===== config.mk =====
export PLATFORM = sky130hd
export DESIGN_NAME = decode_stage_flat
export DESIGN_NICKNAME = d
export VERILOG_FILES = /design/src/rtl/decode_pkg.sv /design/src/rtl/decode_stage_if.sv /design/src/rtl/decode_stage_imm_gen.sv /design/src/rtl/decode_stage.sv /design/src/flat_wrapper.sv
export SDC_FILE = /design/constraint.sdc
export NUM_CORES = 1
export LEC_CHECK = 0
export BUFFER_PORTS_ARGS = -buffer_cell sky130_fd_sc_hd__buf_4
export CORE_ASPECT_RATIO = 1.75
export CORE_MARGIN = 2
export CORE_UTILIZATION = 35
export CTS_CLUSTER_DIAMETER = 50
export DETAILED_ROUTE_END_ITERATION = 10
export PLACE_DENSITY = 0.56
export SLEW_MARGIN = 20
export SYNTH_ARGS = -nofsm -noshare
export SYNTH_HDL_FRONTEND = slang
export SYNTH_SLANG_ARGS = --single-unit

===== constraint.sdc =====
create_clock -name clk -period 3.75 [get_ports clk]
set_input_delay 0.375 -clock clk [delete_from_list [all_inputs] [get_ports clk]]
set_output_delay 0.375 -clock clk [all_outputs]
set_load 0.1 [all_outputs]

===== src/rtl/decode_pkg.sv =====
// RV32I decode types: opcodes, format tag and the decoded entry handed to rename/dispatch.
// No logic here; latency and backpressure belong to the stages that use these types.
package decode_pkg;

    localparam int XLEN       = 32;
    localparam int INSN_WIDTH = 32;
    localparam int PC_WIDTH   = 32;
    localparam int NUM_REGS   = 32;
    localparam int ADDR_WIDTH = $clog2(NUM_REGS);

    localparam logic [6:0] OPC_LUI      = 7'b0110111;
    localparam logic [6:0] OPC_AUIPC    = 7'b0010111;
    localparam logic [6:0] OPC_JAL      = 7'b1101111;
    localparam logic [6:0] OPC_JALR     = 7'b1100111;
    localparam logic [6:0] OPC_BRANCH   = 7'b1100011;
    localparam logic [6:0] OPC_LOAD     = 7'b0000011;
    localparam logic [6:0] OPC_STORE    = 7'b0100011;
    localparam logic [6:0] OPC_OP_IMM   = 7'b0010011;
    localparam logic [6:0] OPC_OP       = 7'b0110011;
    localparam logic [6:0] OPC_MISC_MEM = 7'b0001111;
    localparam logic [6:0] OPC_SYSTEM   = 7'b1110011;

    typedef enum logic [2:0] {
        FMT_R       = 3'd0,
        FMT_I       = 3'd1,
        FMT_S       = 3'd2,
        FMT_B       = 3'd3,
        FMT_U       = 3'd4,
        FMT_J       = 3'd5,
        FMT_ILLEGAL = 3'd6
    } fmt_e;

    typedef struct packed {
        logic [PC_WIDTH-1:0]   pc;
        logic [6:0]            opcode;
        logic [2:0]            funct3;
        logic [6:0]            funct7;
        logic [ADDR_WIDTH-1:0] rs1;
        logic [ADDR_WIDTH-1:0] rs2;
        logic [ADDR_WIDTH-1:0] rd;
        logic [XLEN-1:0]       imm;
        fmt_e                  fmt;
        logic                  rs1_used;
        logic                  rs2_used;
        logic                  rd_write;
        logic                  illegal;
    } decoded_t;

    // Every legal opcode already ends in 2'b11, so the compressed-space check falls out of the default.
    function automatic fmt_e opcode_fmt(input logic [6:0] opc);
        fmt_e f;
        case (opc)
            OPC_LUI, OPC_AUIPC:                  f = FMT_U;
            OPC_JAL:                             f = FMT_J;
            OPC_JALR, OPC_LOAD, OPC_OP_IMM,
            OPC_MISC_MEM, OPC_SYSTEM:            f = FMT_I;
            OPC_BRANCH:                          f = FMT_B;
            OPC_STORE:                           f = FMT_S;
            OPC_OP:                              f = FMT_R;
            default:                             f = FMT_ILLEGAL;
        endcase
        return f;
    endfunction

endpackage


===== src/rtl/decode_stage_if.sv =====
// Fetch-to-decode and decode-to-regread handshake bundle; slave side is the decode stage.
// Carries valid/ready on both sides plus the flush from the redirect logic.
interface decode_stage_if import decode_pkg::*; ();

    logic                  flush;
    logic                  in_valid;
    logic                  in_ready;
    logic [INSN_WIDTH-1:0] in_insn;
    logic [PC_WIDTH-1:0]   in_pc;

    logic                  out_valid;
    logic                  out_ready;
    logic [PC_WIDTH-1:0]   out_pc;
    logic [6:0]            opcode;
    logic [2:0]            funct3;
    logic [6:0]            funct7;
    logic [ADDR_WIDTH-1:0] rs1;
    logic [ADDR_WIDTH-1:0] rs2;
    logic [ADDR_WIDTH-1:0] rd;
    logic [XLEN-1:0]       imm;
    fmt_e                  fmt;
    logic                  rs1_used;
    logic                  rs2_used;
    logic                  rd_write;
    logic                  illegal;

    modport master (
        output flush, in_valid, in_insn, in_pc, out_ready,
        input  in_ready, out_valid, out_pc, opcode, funct3, funct7, rs1, rs2, rd,
               imm, fmt, rs1_used, rs2_used, rd_write, illegal
    );

    modport slave (
        input  flush, in_valid, in_insn, in_pc, out_ready,
        output in_ready, out_valid, out_pc, opcode, funct3, funct7, rs1, rs2, rd,
               imm, fmt, rs1_used, rs2_used, rd_write, illegal
    );

endinterface


===== src/rtl/decode_stage_imm_gen.sv =====
// Immediate generator: instruction bits + format tag -> sign-extended immediate.
// Purely combinational, no handshake.
module imm_gen
    import decode_pkg::*;
(
    input  logic [31:7]     insn,
    input  fmt_e            fmt,
    output logic [XLEN-1:0] imm
);

    logic signed [31:0] imm32;

    always_comb begin
        imm32 = '0;
        case (fmt)
            FMT_I:   imm32 = {{20{insn[31]}}, insn[31:20]};
            FMT_S:   imm32 = {{20{insn[31]}}, insn[31:25], insn[11:7]};
            FMT_B:   imm32 = {{19{insn[31]}}, insn[31], insn[7], insn[30:25], insn[11:8], 1'b0};
            FMT_U:   imm32 = {insn[31:12], 12'b0};
            FMT_J:   imm32 = {{11{insn[31]}}, insn[31], insn[19:12], insn[20], insn[30:21], 1'b0};
            default: imm32 = '0;
        endcase
    end

    // Signed size cast sign-extends for any XLEN >= 32.
    assign imm = XLEN'(imm32);

endmodule


===== src/rtl/decode_stage.sv =====
// RV32I decode stage between fetch and register read; registered output plus one skid entry.
// Latency 1 cycle; in_ready is a flop (low only when both entries are full), so no out_ready->in_ready path.
module decode_stage
    import decode_pkg::*;
(
    input  logic          clk,
    input  logic          rst_n,
    decode_stage_if.slave bus
);

    typedef enum logic [1:0] {
        ST_EMPTY = 2'd0,
        ST_ONE   = 2'd1,
        ST_TWO   = 2'd2
    } state_e;

    state_e          state_q;
    state_e          state_d;
    decoded_t        dec;
    decoded_t        out_q;
    decoded_t        out_d;
    decoded_t        skid_q;
    decoded_t        skid_d;
    logic            in_ready_q;
    logic            accept;
    logic            drain;
    fmt_e            fmt;
    logic [XLEN-1:0] imm;

    assign fmt = opcode_fmt(bus.in_insn[6:0]);

    imm_gen u_imm_gen (
        .insn (bus.in_insn[31:7]),
        .fmt  (fmt),
        .imm  (imm)
    );

    always_comb begin
        dec          = '0;
        dec.pc       = bus.in_pc;
        dec.opcode   = bus.in_insn[6:0];
        dec.funct3   = bus.in_insn[14:12];
        dec.funct7   = bus.in_insn[31:25];
        dec.rs1      = bus.in_insn[19:15];
        dec.rs2      = bus.in_insn[24:20];
        dec.rd       = bus.in_insn[11:7];
        dec.imm      = imm;
        dec.fmt      = fmt;
        dec.illegal  = (fmt == FMT_ILLEGAL);
        dec.rs1_used = (fmt == FMT_R) || (fmt == FMT_I) || (fmt == FMT_S) || (fmt == FMT_B);
        dec.rs2_used = (fmt == FMT_R) || (fmt == FMT_S) || (fmt == FMT_B);
        dec.rd_write = ((fmt == FMT_R) || (fmt == FMT_I) || (fmt == FMT_U) || (fmt == FMT_J))
                       && (bus.in_insn[11:7] != '0);
    end

    // A flushed cycle never accepts; a flushed head is never counted as drained.
    assign accept = bus.in_valid && bus.in_ready && !bus.flush;
    assign drain  = (state_q != ST_EMPTY) && bus.out_ready && !bus.flush;

    always_comb begin
        state_d = state_q;
        out_d   = out_q;
        skid_d  = skid_q;
        case (state_q)
            ST_EMPTY: begin
                if (accept) begin
                    state_d = ST_ONE;
                    out_d   = dec;
                end
            end
            ST_ONE: begin
                if (accept && drain) begin
                    out_d = dec;
                end else if (accept) begin
                    state_d = ST_TWO;
                    skid_d  = dec;
                end else if (drain) begin
                    state_d = ST_EMPTY;
                end
            end
            ST_TWO: begin
                if (drain) begin
                    state_d = ST_ONE;
                    out_d   = skid_q;
                end
            end
            default: state_d = ST_EMPTY;
        endcase
        if (bus.flush) begin
            state_d = ST_EMPTY;
        end
    end

    always_ff @(posedge clk) begin
        if (!rst_n) begin
            state_q    <= ST_EMPTY;
            in_ready_q <= 1'b1;
            out_q      <= '0;
            skid_q     <= '0;
        end else begin
            state_q    <= state_d;
            in_ready_q <= (state_d != ST_TWO);
            out_q      <= out_d;
            skid_q     <= skid_d;
        end
    end

    // Gated by rst_n so fetch sees not-ready for as long as reset is held.
    assign bus.in_ready  = in_ready_q && rst_n;
    assign bus.out_valid = (state_q != ST_EMPTY);
    assign bus.out_pc    = out_q.pc;
    assign bus.opcode    = out_q.opcode;
    assign bus.funct3    = out_q.funct3;
    assign bus.funct7    = out_q.funct7;
    assign bus.rs1       = out_q.rs1;
    assign bus.rs2       = out_q.rs2;
    assign bus.rd        = out_q.rd;
    assign bus.imm       = out_q.imm;
    assign bus.fmt       = out_q.fmt;
    assign bus.rs1_used  = out_q.rs1_used;
    assign bus.rs2_used  = out_q.rs2_used;
    assign bus.rd_write  = out_q.rd_write;
    assign bus.illegal   = out_q.illegal;

endmodule


===== src/flat_wrapper.sv =====
// flat-port wrapper written by rule: the top's interface ports become plain ports
module decode_stage_flat import decode_pkg::*;
  (clk, rst_n, bus_flush, bus_in_valid, bus_in_insn, bus_in_pc, bus_out_ready, bus_in_ready, bus_out_valid, bus_out_pc, bus_opcode, bus_funct3, bus_funct7, bus_rs1, bus_rs2, bus_rd, bus_imm, bus_fmt, bus_rs1_used, bus_rs2_used, bus_rd_write, bus_illegal);
  decode_stage_if bus_i ();
  input  logic clk;
  input  logic rst_n;
  input wire logic [$bits(bus_i.flush)-1:0] bus_flush;
  input wire logic [$bits(bus_i.in_valid)-1:0] bus_in_valid;
  input wire logic [$bits(bus_i.in_insn)-1:0] bus_in_insn;
  input wire logic [$bits(bus_i.in_pc)-1:0] bus_in_pc;
  input wire logic [$bits(bus_i.out_ready)-1:0] bus_out_ready;
  output wire logic [$bits(bus_i.in_ready)-1:0] bus_in_ready;
  output wire logic [$bits(bus_i.out_valid)-1:0] bus_out_valid;
  output wire logic [$bits(bus_i.out_pc)-1:0] bus_out_pc;
  output wire logic [$bits(bus_i.opcode)-1:0] bus_opcode;
  output wire logic [$bits(bus_i.funct3)-1:0] bus_funct3;
  output wire logic [$bits(bus_i.funct7)-1:0] bus_funct7;
  output wire logic [$bits(bus_i.rs1)-1:0] bus_rs1;
  output wire logic [$bits(bus_i.rs2)-1:0] bus_rs2;
  output wire logic [$bits(bus_i.rd)-1:0] bus_rd;
  output wire logic [$bits(bus_i.imm)-1:0] bus_imm;
  output wire logic [$bits(bus_i.fmt)-1:0] bus_fmt;
  output wire logic [$bits(bus_i.rs1_used)-1:0] bus_rs1_used;
  output wire logic [$bits(bus_i.rs2_used)-1:0] bus_rs2_used;
  output wire logic [$bits(bus_i.rd_write)-1:0] bus_rd_write;
  output wire logic [$bits(bus_i.illegal)-1:0] bus_illegal;
  assign bus_i.flush = bus_flush;
  assign bus_i.in_valid = bus_in_valid;
  assign bus_i.in_insn = bus_in_insn;
  assign bus_i.in_pc = bus_in_pc;
  assign bus_i.out_ready = bus_out_ready;
  assign bus_in_ready = bus_i.in_ready;
  assign bus_out_valid = bus_i.out_valid;
  assign bus_out_pc = bus_i.out_pc;
  assign bus_opcode = bus_i.opcode;
  assign bus_funct3 = bus_i.funct3;
  assign bus_funct7 = bus_i.funct7;
  assign bus_rs1 = bus_i.rs1;
  assign bus_rs2 = bus_i.rs2;
  assign bus_rd = bus_i.rd;
  assign bus_imm = bus_i.imm;
  assign bus_fmt = bus_i.fmt;
  assign bus_rs1_used = bus_i.rs1_used;
  assign bus_rs2_used = bus_i.rs2_used;
  assign bus_rd_write = bus_i.rd_write;
  assign bus_illegal = bus_i.illegal;
  decode_stage u_core (.clk(clk), .rst_n(rst_n), .bus(bus_i));
endmodule

==> metrics.txt, run 1 <==
most used flip-flop cell after synthesis=sky130_fd_sc_hd__dfxtp_1; DRT antenna net count=0; die outline height=214 microns; H-tree depth=1; wire length reported by the detailed router=27.4 mm; first-pass GRT wire length=41.6 mm; Worst slew margin=0.332; HPWL after DPL=17.6 mm; fraction of registers with async set or reset after synthesis=0; routability congestion estimate from global placement=0.877; largest incremental delay on the critical path=0.75 ns; sort of element at the end of the critical path=flip-flop; worst setup path category=flip-flop to flip-flop; remaining design rule violation count=0; number of instances in the synthesized netlist=1103; total count of max-transition violations in the final report=0; clock tree sinks=209; cell family contributing the most delay on the critical path=buffers and inverters; skew final=0.00825 ns; post-synthesis cell type count=63; sequential cell area fraction in the yosys report=0.476; total leakage power=4.21 nW; worst hold stages=3; IO Pins=174; fill cell total of the finished layout=2523; relative area change from synthesis to final layout=24.3%; overall power after layout=5.37 mW; maximum resistive drop on vdd=0.000312 V; CTS Root Cell=sky130_fd_sc_hd__clkbuf_16; Final Hold Vio Count=0; total global routing track utilization=0.200; chip width=124 microns; minimum setup slack among reg-to-reg paths=1.36 ns; number of port buffers=173; category of the worst setup path launch point=flip-flop; unrepaired setup endpoints after global routing=false; average wire length per cell after detail routing=17.8 microns; Warnings, synthesis=0; initial core utilization=0.357; DP Worst Slack=1.26 ns; total negative setup slack=0 ns; Worst Max-Slew Pin Slew=1.00 ns; register area=4180 sq um; overflow left after global routing=0; Hold WC Path Type=input pin to flip-flop; # rows=76; floorplan die area=26500 sq um; Syn Std Cell Area=8790 sq um; arrival time at the worst endpoint=2.80 ns; worst path buffer plus inverter count=1; ratio of cells with drive above 1 in the final layout=0.196; via count of the first global-routing pass=7517; total clock buffers created by CTS=22; Power Dens Cells=491 nW/um^2; number of nets in the finished design=1283; required time reported for the critical path endpoint=4.17 ns; CTS max path bufs=3; post-synth net total=1172; insertion delay to the later sink of the worst-skew pair=0.51 ns; hold buffer count at CTS=0; initial detailed-routing violation count=501; max_cap viols=0; post-CTS setup buffer count=0; detailed-router iteration count before antenna repair=7; number of register bits inferred by synthesis=209; commonest non-fill, non-tap cell in the layout=sky130_fd_sc_hd__nand2_1; slowest cell on the critical path=sky130_fd_sc_hd__buf_4; Multi-input gate area=4080 sq um; status=complete, no violations; Fmax achieved=419 MHz; commonest cells after routing, fill and taps aside=sky130_fd_sc_hd__nand2_1, sky130_fd_sc_hd__dfxtp_1, sky130_fd_sc_hd__buf_4; number of antenna violations at the first check in global routing=0; final critical path time including I/O delays and setup=2.39 ns; largest fanout of any net on the critical path=82; post-synthesis area per instance=7.97 sq um; post-CTS resize count=0; vias per std cell=5.28; vias after detailed routing=8139; Setup-failing EPs final=0; EDFF count, synth=0; largest net degree at the start of global routing=128; cell count along the critical path=6; Floorplan Core Area=24600 sq um; worst-case reg-to-reg path depth=6; TritonCTS clock tree=yes; number of diodes added for antenna fixing=0; post-route worst setup slack=1.36 ns; post-route fraction of the period consumed by the critical path=0.637; CP Cell Sequence=nor2b_4, buf_4, nor2_1, a41o_1, nor2b_1, o32ai_1; clock-pin slew on the worst setup and hold paths=0.06 ns
## worst min-delay path: stages
cell	delay (ns)
sky130_fd_sc_hd__buf_4	0.11
sky130_fd_sc_hd__nand2_1	0.05
sky130_fd_sc_hd__a21oi_1	0.05
## kinds of logic after synthesis
| kind of cell | count (synthesis) | share of synthesized area |
|---|---|---|
| simple gates | 471 | 0.225 |
| buf+inv | 128 | 0.0626 |
| flops | 209 | 0.476 |
| compound gates | 290 | 0.231 |
| mux | 5 | 0.00569 |
## cell usage after synthesis (2+ instances only)
cell type / n / share of area
sky130_fd_sc_hd__o211ai_1: 8 / 0.0068
sky130_fd_sc_hd__nand2_1: 289 / 0.12
sky130_fd_sc_hd__dfxtp_1: 209 / 0.48
sky130_fd_sc_hd__and2_1: 14 / 0.010
sky130_fd_sc_hd__mux2i_1: 5 / 0.0057
sky130_fd_sc_hd__nand2b_1: 4 / 0.0028
sky130_fd_sc_hd__a21oi_1: 106 / 0.060
sky130_fd_sc_hd__inv_1: 30 / 0.013
sky130_fd_sc_hd__nor4_1: 2 / 0.0014
sky130_fd_sc_hd__and3b_1: 2 / 0.0020
sky130_fd_sc_hd__buf_2: 37 / 0.021
sky130_fd_sc_hd__a32o_1: 6 / 0.0068
sky130_fd_sc_hd__or3_1: 2 / 0.0014
sky130_fd_sc_hd__nand3_1: 11 / 0.0063
sky130_fd_sc_hd__nor2_1: 108 / 0.046
sky130_fd_sc_hd__o22ai_1: 3 / 0.0021
sky130_fd_sc_hd__nor3_1: 8 / 0.0046
sky130_fd_sc_hd__o21ai_0: 32 / 0.018
sky130_fd_sc_hd__o2bb2ai_1: 4 / 0.0040
sky130_fd_sc_hd__clkbuf_1: 54 / 0.023
sky130_fd_sc_hd__o221ai_1: 4 / 0.0040
sky130_fd_sc_hd__a31oi_1: 2 / 0.0014
sky130_fd_sc_hd__nor2b_1: 13 / 0.0092
sky130_fd_sc_hd__o221a_2: 8 / 0.010
sky130_fd_sc_hd__buf_4: 4 / 0.0034
sky130_fd_sc_hd__and3_1: 2 / 0.0014
sky130_fd_sc_hd__a221oi_1: 7 / 0.0070
sky130_fd_sc_hd__a21o_1: 2 / 0.0017
sky130_fd_sc_hd__o22a_1: 2 / 0.0020
sky130_fd_sc_hd__o32ai_1: 18 / 0.018
sky130_fd_sc_hd__a211oi_1: 2 / 0.0017
sky130_fd_sc_hd__nand4b_1: 3 / 0.0030
sky130_fd_sc_hd__and4bb_2: 2 / 0.0028
sky130_fd_sc_hd__nor3b_1: 3 / 0.0026
sky130_fd_sc_hd__a311oi_1: 65 / 0.065
sky130_fd_sc_hd__o21ai_1: 4 / 0.0023
sky130_fd_sc_hd__or2_2: 2 / 0.0014
## sequential cells by signal (all words and copies together) (netlist names), 3 cells and up
register           flops
u_core.bus.fmt         3
u_core.bus.funct3      3
u_core.bus.funct7      7
u_core.bus.imm        32
u_core.bus.opcode      7
u_core.bus.out_pc     32
u_core.bus.rd          5
u_core.bus.rs1         5
u_core.bus.rs2         5
u_core.skid_q        103
## final cells by class
type                    instances  area share
clock buffers                  34      0.0610
clock inverters                 5     0.00515
inverters                      31      0.0109
multi-input cells             766       0.374
flip-flops and latches        209       0.383
well taps                     312      0.0357
repair buffers                184       0.131
## per-stage QoR
| stage | util | cell area (sq um) | instances | hold WS (ns) |
|---|---|---|---|---|
| global route | 0.444 | 10900 | 1541 | 0.124 |
| detailed placement | 0.414 | 10200 | 1502 | 0.447 |
| global placement | 0.414 | 10200 | 1502 | 0.442 |
| floorplan | - | 8790 | 1103 | 0.434 |
| finish | 0.444 | 10900 | 1541 | 0.115 |
| CTS | 0.444 | 10900 | 1541 | 0.111 |
## metal layers
| metal | GRT usage | vias to the layer above | part of all wire |
|---|---|---|---|
| met3 | 0.0213 | 38 | 0.041 |
| met4 | 0.0694 | 0 | 0.031 |
| met1 | 0.241 | 3872 | 0.40 |
| met2 | 0.364 | 179 | 0.53 |
| li1 | - | 4050 | - |
| met5 | 0 | - | 0 |
## path summary, 6_finish.rpt
path | from | endpoint
hold / removal | bus_in_pc[24] | u_core.skid_q[95]
setup / recovery | u_core.state_q[1] | u_core.bus.imm[14]
setup reg to reg | u_core.state_q[1] | u_core.bus.imm[14]
hold reg to reg | u_core.skid_q[97] | u_core.skid_q[97]
## power by group
group          switching (mW)  total, mW  internal (mW)
clock                   0.911       2.20           1.29
sequential             0.0363       2.32           2.28
combinational           0.642      0.842          0.200
total                    1.59       5.37           3.78
No activity file was read; power rests on OpenSTA's default activity.
==> inputs of run 2 (changes only) <==
Clock period 3.75 ns to 2.2 ns, I/O delays scaled along.
==> metrics.txt, run 2 (synthesized netlist as in run 1, its figures left out) <==
status=complete, no violations (unchanged); post-route fraction of the period consumed by the critical path=0.913 (was 0.637); required time reported for the critical path endpoint=2.61 ns (was 4.17 ns); count of placed standard cells in the final layout, fillers left out=1614 (was 1541); sort of element at the end of the critical path=flip-flop (unchanged); total count of max-transition violations in the final report=0 (unchanged); total leakage power=4.58 nW (was 4.21 nW); average wire length per cell after detail routing=17.4 microns (was 17.8 microns); number of diodes added for antenna fixing=0 (unchanged); largest incremental delay on the critical path=0.40 ns (was 0.75 ns); minimum setup slack among reg-to-reg paths=0.19 ns (was 1.36 ns); arrival time at the worst endpoint=2.41 ns (was 2.80 ns); Fmax achieved=498 MHz (was 419 MHz); routability congestion estimate from global placement=0.879 (was 0.877); clock tree sinks=209 (unchanged); final critical path time including I/O delays and setup=2.01 ns (was 2.39 ns); unrepaired setup endpoints after global routing=false (unchanged); post-route worst setup slack=0.192 ns (was 1.36 ns); post-route worst hold slack=0.0116 ns (was 0.115 ns); via count of the first global-routing pass=7931 (was 7517); die outline height=214 microns (unchanged); Setup-failing EPs final=0 (unchanged); # rows=76 (unchanged); commonest non-fill, non-tap cell in the layout=sky130_fd_sc_hd__nand2_1 (unchanged); post-CTS setup buffer count=0 (unchanged); initial detailed-routing violation count=522 (was 501); Biggest register=u_core.skid_q (unchanged); endpoint of the lowest-slack register-to-register path=u_core.bus.imm[21] (was u_core.bus.imm[14]); remaining design rule violation count=0 (unchanged); maximum resistive drop on vdd=0.000516 V (was 0.000312 V); initial core utilization=0.357 (unchanged); worst hold stages=3 (unchanged); end of the worst hold path=u_core.skid_q[39] (was u_core.skid_q[95]); chip width=124 microns (unchanged); CTS Root Cell=sky130_fd_sc_hd__clkbuf_16 (unchanged); Final Hold Vio Count=0 (unchanged); Power Dens Cells=806 nW/um^2 (was 491 nW/um^2); skew final=0.0105 ns (was 0.00825 ns); total clock buffers created by CTS=22 (unchanged); vias per std cell=5.22 (was 5.28); DP Worst Slack=0.242 ns (was 1.26 ns); Hold WC Path Type=input pin to flip-flop (unchanged); slowest cell on the critical path=sky130_fd_sc_hd__o32ai_1 (was sky130_fd_sc_hd__buf_4); FF-to-FF Start=u_core.state_q[1] (unchanged); detailed-router iteration count before antenna repair=5 (was 7); max_cap viols=0 (unchanged); TritonCTS clock tree=yes (unchanged); wire length reported by the detailed router=28.1 mm (was 27.4 mm); first-pass GRT wire length=43.5 mm (was 41.6 mm); Worst Max-Slew Pin Slew=0.562 ns (was 1.00 ns); commonest cells after routing, fill and taps aside=sky130_fd_sc_hd__nand2_1, sky130_fd_sc_hd__dfxtp_1, sky130_fd_sc_hd__buf_4 (unchanged); CTS max path bufs=3 (unchanged); placed instance count=1523 (was 1502); fill cell total of the finished layout=2474 (was 2523); floorplan die area=26500 sq um (unchanged); largest fanout of any net on the critical path=22 (was 82); number of antenna violations at the first check in global routing=0 (unchanged); worst setup path category=flip-flop to flip-flop (unchanged); CP Cell Sequence=and3b_1, o21ba_1, and2_4, nand2_2, o32ai_1 (was nor2b_4, buf_4, nor2_1, a41o_1, nor2b_1, o32ai_1); max reg flops=103 (unchanged); IO Pins=174 (unchanged); insertion delay to the later sink of the worst-skew pair=0.51 ns (about the same); H-tree depth=1 (unchanged); register area=4180 sq um (unchanged); ratio of cells with drive above 1 in the final layout=0.205 (was 0.196); number of port buffers=173 (unchanged); largest net degree at the start of global routing=71 (was 128); clock-pin slew on the worst setup and hold paths=0.06 ns (about the same); relative area change from synthesis to final layout=33.0% (was 24.3%); vias after detailed routing=8426 (was 8139); DRT antenna net count=0 (unchanged); HPWL after DPL=19.0 mm (was 17.6 mm); total negative setup slack=0 ns (unchanged); total global routing track utilization=0.208 (was 0.200); worst hold start=bus_in_insn[7] (was bus_in_pc[24]); number of nets in the finished design=1355 (was 1283); Multi-input gate area=4080 sq um (unchanged); overflow left after global routing=0 (unchanged); category of the worst setup path launch point=flip-flop (unchanged); Floorplan Core Area=24600 sq um (unchanged); Worst slew margin=0.621 (was 0.332); worst-case reg-to-reg path depth=5 (was 6)
-- run 2: metal layers --
layer	routed length [microns]	track usage	up-vias
met5	0	0	-
met2	15300	0.397	195
li1	-	-	4184
met3	1190	0.0237	33
met1	11000	0.240	4014
met4	552	0.0545	0
-- run 2: cell type report --
| type | instances | share of cell area |
|---|---|---|
| timing repair buffer | 256 | 0.184 |
| inverter | 31 | 0.0102 |
| clock buffer | 28 | 0.0534 |
| multi-input combinational | 766 | 0.349 |
| tap | 312 | 0.0334 |
| sequential | 209 | 0.358 |
| clock inverter | 12 | 0.0124 |
-- run 2: report_power, final --
part / switching [mW] / leakage, nW / internal, mW
clock: 1.57 / 0.382 / 2.37
combinational: 1.12 / 2.50 / 0.419
sequential: 0.0593 / 1.69 / 3.89
-- run 2: worst max-delay path by stage --
stage                      startpoint            endpoint  slack [ns]  cells past startpoint
finish              u_core.state_q[1]  u_core.bus.imm[21]        0.19                      5
global route        u_core.state_q[1]  u_core.bus.imm[28]        0.09                      5
CTS                 u_core.state_q[1]  u_core.bus.imm[15]        0.24                      5
detailed placement  u_core.state_q[1]  u_core.bus.imm[18]        0.24                      5
global placement       bus_in_insn[2]  u_core.bus.imm[10]        0.31                      8
floorplan                       rst_n        bus_in_ready        0.34                      4
-- run 2: worst max-delay path: cells and delay by family (launching register included) --
kind             cells  cell delay (ns)
AND/OR/NAND/NOR      3             0.91
AO/OA/AOI/OAI        2             0.59
flip-flops           1             0.39
-- run 2: metrics by stage --
stage          area, sq um  utilization  power [mW]
3_3_place_gp         10400        0.423        5.49
5_1_grt              11700        0.475        9.78
6_report             11700        0.475        9.43
4_1_cts              11700        0.475        9.53
3_5_place_dp         10400        0.423        5.50
2_1_floorplan         8790            -        5.06
-- run 2: timing repair --
item	4_1_cts	5_1_grt
hold buffers	51	0
gates resized for setup	0	0
hold endpoints to repair	89	0
